===== config.mk =====
export PLATFORM = sky130hd
export DESIGN_NAME = seg7_scan_reader
export DESIGN_NICKNAME = d
export VERILOG_FILES = /design/src/rtl/seg7_pkg.sv /design/src/rtl/seg7_glyph_decoder.sv /design/src/rtl/seg7_scan_reader.sv
export SDC_FILE = /design/constraint.sdc
export NUM_CORES = 1
export LEC_CHECK = 0
export CORE_MARGIN = 2
export CORE_UTILIZATION = 57
export CTS_CLUSTER_DIAMETER = 150
export DETAILED_ROUTE_END_ITERATION = 10
export PLACE_DENSITY = 0.94
export SYNTH_ARGS = -nofsm -noshare
export SYNTH_HDL_FRONTEND = slang
export SYNTH_SLANG_ARGS = --single-unit

===== constraint.sdc =====
create_clock -name clk -period 7.7 [get_ports clk]
set_clock_uncertainty 0.15 [all_clocks]
set_input_delay 1.925 -clock clk [delete_from_list [all_inputs] [get_ports clk]]
set_output_delay 1.925 -clock clk [all_outputs]
set_load 0.02 [all_outputs]

===== src/rtl/seg7_pkg.sv =====
// Shared seven-segment definitions: active-low glyph patterns (g..a), blank pattern
// and the decoded-digit types used by both the encoder and reader sides.
package seg7_pkg;

  typedef logic [3:0] seg7_hex_t;

  typedef struct packed {
    logic      legal;
    seg7_hex_t value;
  } seg7_dec_t;

  localparam logic [6:0] SEG7_GLYPH_0 = 7'b1000000;
  localparam logic [6:0] SEG7_GLYPH_1 = 7'b1111001;
  localparam logic [6:0] SEG7_GLYPH_2 = 7'b0100100;
  localparam logic [6:0] SEG7_GLYPH_3 = 7'b0110000;
  localparam logic [6:0] SEG7_GLYPH_4 = 7'b0011001;
  localparam logic [6:0] SEG7_GLYPH_5 = 7'b0010010;
  localparam logic [6:0] SEG7_GLYPH_6 = 7'b0000010;
  localparam logic [6:0] SEG7_GLYPH_7 = 7'b1111000;
  localparam logic [6:0] SEG7_GLYPH_8 = 7'b0000000;
  localparam logic [6:0] SEG7_GLYPH_9 = 7'b0010000;
  localparam logic [6:0] SEG7_GLYPH_A = 7'b0001000;
  localparam logic [6:0] SEG7_GLYPH_B = 7'b0000011;
  localparam logic [6:0] SEG7_GLYPH_C = 7'b1000110;
  localparam logic [6:0] SEG7_GLYPH_D = 7'b0100001;
  localparam logic [6:0] SEG7_GLYPH_E = 7'b0000110;
  localparam logic [6:0] SEG7_GLYPH_F = 7'b0001110;

  localparam logic [6:0] SEG7_BLANK   = 7'b1111111;

endpackage


===== src/rtl/seg7_glyph_decoder.sv =====
// Combinational glyph decoder: active-low segment pattern to hex nibble, with a
// legal flag that is low for any pattern outside the sixteen hex glyphs.
module seg7_glyph_decoder
  import seg7_pkg::*;
(
  input  logic [6:0] seg_n,
  output seg7_dec_t  dec
);

  always_comb begin
    dec.legal = 1'b1;
    dec.value = 4'h0;
    case (seg_n)
      SEG7_GLYPH_0: dec.value = 4'h0;
      SEG7_GLYPH_1: dec.value = 4'h1;
      SEG7_GLYPH_2: dec.value = 4'h2;
      SEG7_GLYPH_3: dec.value = 4'h3;
      SEG7_GLYPH_4: dec.value = 4'h4;
      SEG7_GLYPH_5: dec.value = 4'h5;
      SEG7_GLYPH_6: dec.value = 4'h6;
      SEG7_GLYPH_7: dec.value = 4'h7;
      SEG7_GLYPH_8: dec.value = 4'h8;
      SEG7_GLYPH_9: dec.value = 4'h9;
      SEG7_GLYPH_A: dec.value = 4'hA;
      SEG7_GLYPH_B: dec.value = 4'hB;
      SEG7_GLYPH_C: dec.value = 4'hC;
      SEG7_GLYPH_D: dec.value = 4'hD;
      SEG7_GLYPH_E: dec.value = 4'hE;
      SEG7_GLYPH_F: dec.value = 4'hF;
      default:      dec.legal = 1'b0;
    endcase
  end

endmodule


===== src/rtl/seg7_scan_reader.sv =====
// Multiplexed seven-segment bus reader: qualifies each digit pattern over STABLE_CYCLES
// identical samples and decodes it. Optional decimal point capture via SEG7_READER_DP_EN.
module seg7_scan_reader
  import seg7_pkg::*;
#(
  parameter int NUM_DIGITS    = 4,
  parameter int STABLE_CYCLES = 4
) (
  input  logic                    clk,
  input  logic                    rst_n,
  input  logic [NUM_DIGITS-1:0]   an_n,
  input  logic [6:0]              seg_n,
`ifdef SEG7_READER_DP_EN
  input  logic                    dp_n,
  output logic [NUM_DIGITS-1:0]   digit_dp,
`endif
  output logic [4*NUM_DIGITS-1:0] digits,
  output logic [NUM_DIGITS-1:0]   digit_valid,
  output logic                    frame_done,
  output logic                    err,
  output logic [2:0]              err_digit
);

  localparam logic [7:0] STABLE_C = 8'(STABLE_CYCLES);

  logic [NUM_DIGITS-1:0] r_an;
  logic [6:0]            r_seg;
  logic [7:0]            cnt;
  logic [7:0]            cnt_next;
  logic [NUM_DIGITS-1:0] mask;
  logic [NUM_DIGITS-1:0] sel;
  logic [2:0]            idx;
  logic                  legal_sel;
  logic                  same;
  logic                  capture;
  seg7_dec_t             dec;

`ifdef SEG7_READER_DP_EN
  logic r_dp;
`endif

  seg7_glyph_decoder u_dec (
    .seg_n (seg_n),
    .dec   (dec)
  );

  assign sel       = ~an_n;
  assign legal_sel = $onehot(sel);

`ifdef SEG7_READER_DP_EN
  assign same = (an_n == r_an) && (seg_n == r_seg) && (dp_n == r_dp);
`else
  assign same = (an_n == r_an) && (seg_n == r_seg);
`endif

  // Run length saturates at STABLE_CYCLES so a held pattern captures only once
  always_comb begin
    cnt_next = 8'd0;
    if (legal_sel && same)
      cnt_next = (cnt >= STABLE_C) ? STABLE_C : cnt + 8'd1;
    else if (legal_sel)
      cnt_next = 8'd1;
  end

  assign capture = legal_sel && same && (cnt == STABLE_C - 8'd1);

  always_comb begin
    idx = 3'd0;
    for (int i = 0; i < NUM_DIGITS; i++)
      if (sel[i]) idx = 3'(i);
  end

  // Sample register and run counter
  always_ff @(posedge clk or negedge rst_n) begin
    if (!rst_n) begin
      r_an  <= '1;
      r_seg <= SEG7_BLANK;
      cnt   <= 8'd0;
`ifdef SEG7_READER_DP_EN
      r_dp  <= 1'b1;
`endif
    end else begin
      r_an  <= an_n;
      r_seg <= seg_n;
      cnt   <= cnt_next;
`ifdef SEG7_READER_DP_EN
      r_dp  <= dp_n;
`endif
    end
  end

  // Capture stage: digit registers, frame mask and event pulses
  always_ff @(posedge clk or negedge rst_n) begin
    if (!rst_n) begin
      digits      <= '0;
      digit_valid <= '0;
      mask        <= '0;
      frame_done  <= 1'b0;
      err         <= 1'b0;
      err_digit   <= 3'd0;
`ifdef SEG7_READER_DP_EN
      digit_dp    <= '0;
`endif
    end else begin
      frame_done <= 1'b0;
      err        <= 1'b0;
      if (capture) begin
        if (dec.legal) begin
          for (int i = 0; i < NUM_DIGITS; i++) begin
            if (sel[i]) begin
              digits[4*i +: 4] <= dec.value;
              digit_valid[i]   <= 1'b1;
`ifdef SEG7_READER_DP_EN
              digit_dp[i]      <= ~dp_n;
`endif
            end
          end
          if ((mask | sel) == '1) begin
            frame_done <= 1'b1;
            mask       <= '0;
          end else begin
            mask <= mask | sel;
          end
        end else begin
          err         <= 1'b1;
          err_digit   <= idx;
          digit_valid <= digit_valid & an_n;
        end
      end
    end
  end

endmodule


==> impl_results.md <==
- Main synth FF type: dfrtp_1
- Cell-internal power: approximately 0.37 mW
- Post-CTS Setup Inserts: 0
- Final #Nets: ~270
- Min-delay worst type: flop to flop
- Buf/Inv on CP: 2
- Mapped cell area: 0.00230 mm^2
- CP Max Fanout: 9
- Number of enable flip-flop cells after synthesis: 0
- FMAX: 183 MHz
- First-pass GRT wire length: just over 8 mm
- Final setup viols: 0
- Kind of critical path: input pin to flop
- Simple-Gate Fraction of Synth Area: 0.192
- Hold Vio Cnt, Final: 0
- Worst EP arrival: roughly 5500 ps
- Outcome: completed
- DIE HEIGHT: between 60 and 70 um
- CP top delay family: simple AND/OR/NAND/NOR gates
- Post-CTS Resized: 0
- Distinct cells, synth: between 50 and 60
- Max IR drop VDD: 164 uV
- Crit. End Element: flop
- Clock root buffer: clkbuf_8
- Layout cell share with drive strength beyond 1: 0.120
- Placement row count: 23
- Post-Synthesis Cells: around 210
- Crit path cell chain: clkdlybuf4s50_1, fa_1, inv_1, ha_1, ha_1, nor3b_1, nand4_1, or4_1, nand2b_4, a21oi_4, mux2_1
- Gpl congestion: between 0.8 and 0.9
- Initial core utilization: 0.584
- Post-synthesis xor/xnor area fraction: 0.0457
- Max Cap Viol: 0
- PD cells: approximately 170 mW/mm^2
- Switching Share: 0.235
- # diodes: 0
- Buffers on Ports: 36
- Mean Syn Cell Area: between 10 and 15 um^2
- Max-slew headroom: 0.336
- Via/cell ratio: 5.97
- Clock share of power: 0.365
- Post-synthesis mux area share: 0.0435
- Total grt overflow: 0
- H-tree Lvls: 2
- Combinational share of power: 0.103
- Core area: between 0.003 and 0.004 mm^2
- Startpoint types: input pin
- Synth top area cells: dfrtp_1 39%, dfstp_2 13%, xor2_1 3.0%, mux2_1 2.9%, a21oi_1 2.8%
- Initial antenna violation count: 0
- Wirelength per Cell: between 15 and 20 um
- Die area: 0.00456 mm^2
- 1st-pass router iterations: 4
- Cell mode on critical path: ha_1
- Worst-path clk slew: ~80 ps
- Synth area leader: dfrtp_1
- Final Critical Period: approximately 5500 ps
- Vias in the first global route: 1742
- DRC viols: 0
- Dpl hpwl: between 3 and 4 mm
- Sequential fraction of design power: 0.532
- Slew @ Worst Pin: between 900 and 1000 ps
- Final ANT Viol Nets: 0
- Post-synthesis sequential area ratio: 0.517
- Skew-Pair Late Insertion Delay: roughly 310 ps
- Crit-path max cell delay: approximately 670 ps
- Area Growth Syn to Fin: 21.2%
- RSZ-0062 raised after global routing: no
- Clock Tree Buf Depth: 2
- GRT Total Usage: 0.249
- CTS Buf Count: 5
- Largest net degree at the start of global routing: 48
- Most frequent cells in the layout: 36 x dfrtp_1, 35 x clkdlybuf4s50_1, 15 x nor2_1
- Number of hold buffers added after cts: 0
- Fin area: between 0.002 and 0.003 mm^2
- Post-placement cell area: 0.00268 mm^2
- IO Pins: 38
- Post-synthesis register bit count: 47
- TritonCTS clock tree: done
- Net Sw Power: 0.113 mW
- Leakage Power: approximately 1.3 nW
- Commonest non-fill, non-tap cell in the layout: dfrtp_1
- Final Cycle Share: 0.709
- Ys async rst share: 1.00
- Yosys top cell area share: 0.392
- CP max stage cell: or4_1
- DR vias: around 1800
- Syn. warnings: 0
- Die X: between 60 and 70 um
- TNS Setup: 0 ps
- TritonCTS sink count: 47
- Post-Route WL: 5.06 mm
- Initial DRC Count: 171
- Required @ worst endpoint: between 7000 and 8000 ps
- Main combinational cell family by area after synthesis: simple AND/OR/NAND/NOR gates
- Synth Area in Compound Gates: 0.131
- Post-synthesis adder-cell area fraction: 0.0305
- Pins Over Slew Limit: 0
## path summary, 6_finish.rpt
path,from,to,slack (ps),cells past startpoint
setup / recovery,an_n[0],digits[9]$_DFFE_PN0P_,2240,11
hold / removal,digits[14]$_DFFE_PN0P_,digits[14]$_DFFE_PN0P_,350,1
setup reg to reg,r_seg[6]$_DFF_PN1_,digits[9]$_DFFE_PN0P_,4750,6
hold reg to reg,digits[14]$_DFFE_PN0P_,digits[14]$_DFFE_PN0P_,350,1
max in group asynchronous,rst_n,digits[10]$_DFFE_PN0P_,5150,1
min in group asynchronous,rst_n,cnt[5]$_DFF_PN0_,1630,1
## sequential cells by signal (all words and copies together), names as in the netlist
register / cells
err: 1
err_digit: 2
mask: 4
r_an: 4
frame_done: 1
cnt: 8
r_seg: 7
digit_valid: 4
digits: 16
## layout make-up
cell class                      count  area [um^2]
Clock buffer                        7         76.3
Tap cell                           50         62.6
Multi-Input combinational cell    149         1040
Clock inverter                      1         30.0
Sequential cell                    47         1190
Fill cell                         265         1150
Inverter                            9         33.8
Timing Repair Buffer               36          355
## power by group through the flow
stage,Combinational [mW],Clock [mW],Sequential (mW)
2_1_floorplan,0.0293,0,0.261
3_3_place_gp,0.0476,0,0.261
3_5_place_dp,0.0493,0,0.262
4_1_cts,0.0497,0.180,0.257
5_1_grt,0.0561,0.188,0.257
6_report,0.0498,0.176,0.257
## synthesized netlist by cell type (all sizes together), types with 7 or more instances
master,instances
nor2,18
xor2,8
dfrtp,36
o21ai,8
inv,9
dfstp,11
a21oi,14
nand2,15
mux2,8
nor3,8
clkbuf,7
## cell families (layout without fill, tap and decap cells)
family,Yosys count,after routing
AOI/OAI and AO/OA,41,41
other,1,6
xor gates and xnor gates,12,12
DFF,47,47
buffers and inverters,20,53
and+or+nand+nor,76,76
adders and majority gates,5,5
muxes,9,9
## routing by layer
| layer | share of wire | wire (um) | global-route usage | vias to the layer above |
|---|---|---|---|---|
| li1 | - | - | - | 817 |
| met1 | 0.42 | 2130 | 0.310 | 899 |
| met2 | 0.51 | 2560 | 0.404 | 56 |
| met3 | 0.052 | 263 | 0.0833 | 12 |
| met4 | 0.020 | 102 | 0.0842 | 0 |
| met5 | 0 | 0 | 0 | - |
## per-stage QoR
stage	utilization	worst slack, ps	total power [mW]	instances	hold slack, ps
after floorplan	-	2990	0.290	216	313
after global placement	0.680	2100	0.308	291	310
after CTS	0.707	2250	0.487	299	351
final	0.707	2240	0.482	299	348
after global routing	0.707	2060	0.501	299	369
after detailed placement	0.680	1940	0.311	291	322
## worst reg2reg max path, stage by stage, from the launching register on
cell and delay [ps]:
dfstp_2 530, xor2_1 70, or4_1 560, or4_1 770, nand2b_4 270, a21oi_4 150, mux2_1 340
(Power assumes the default switching activity.)
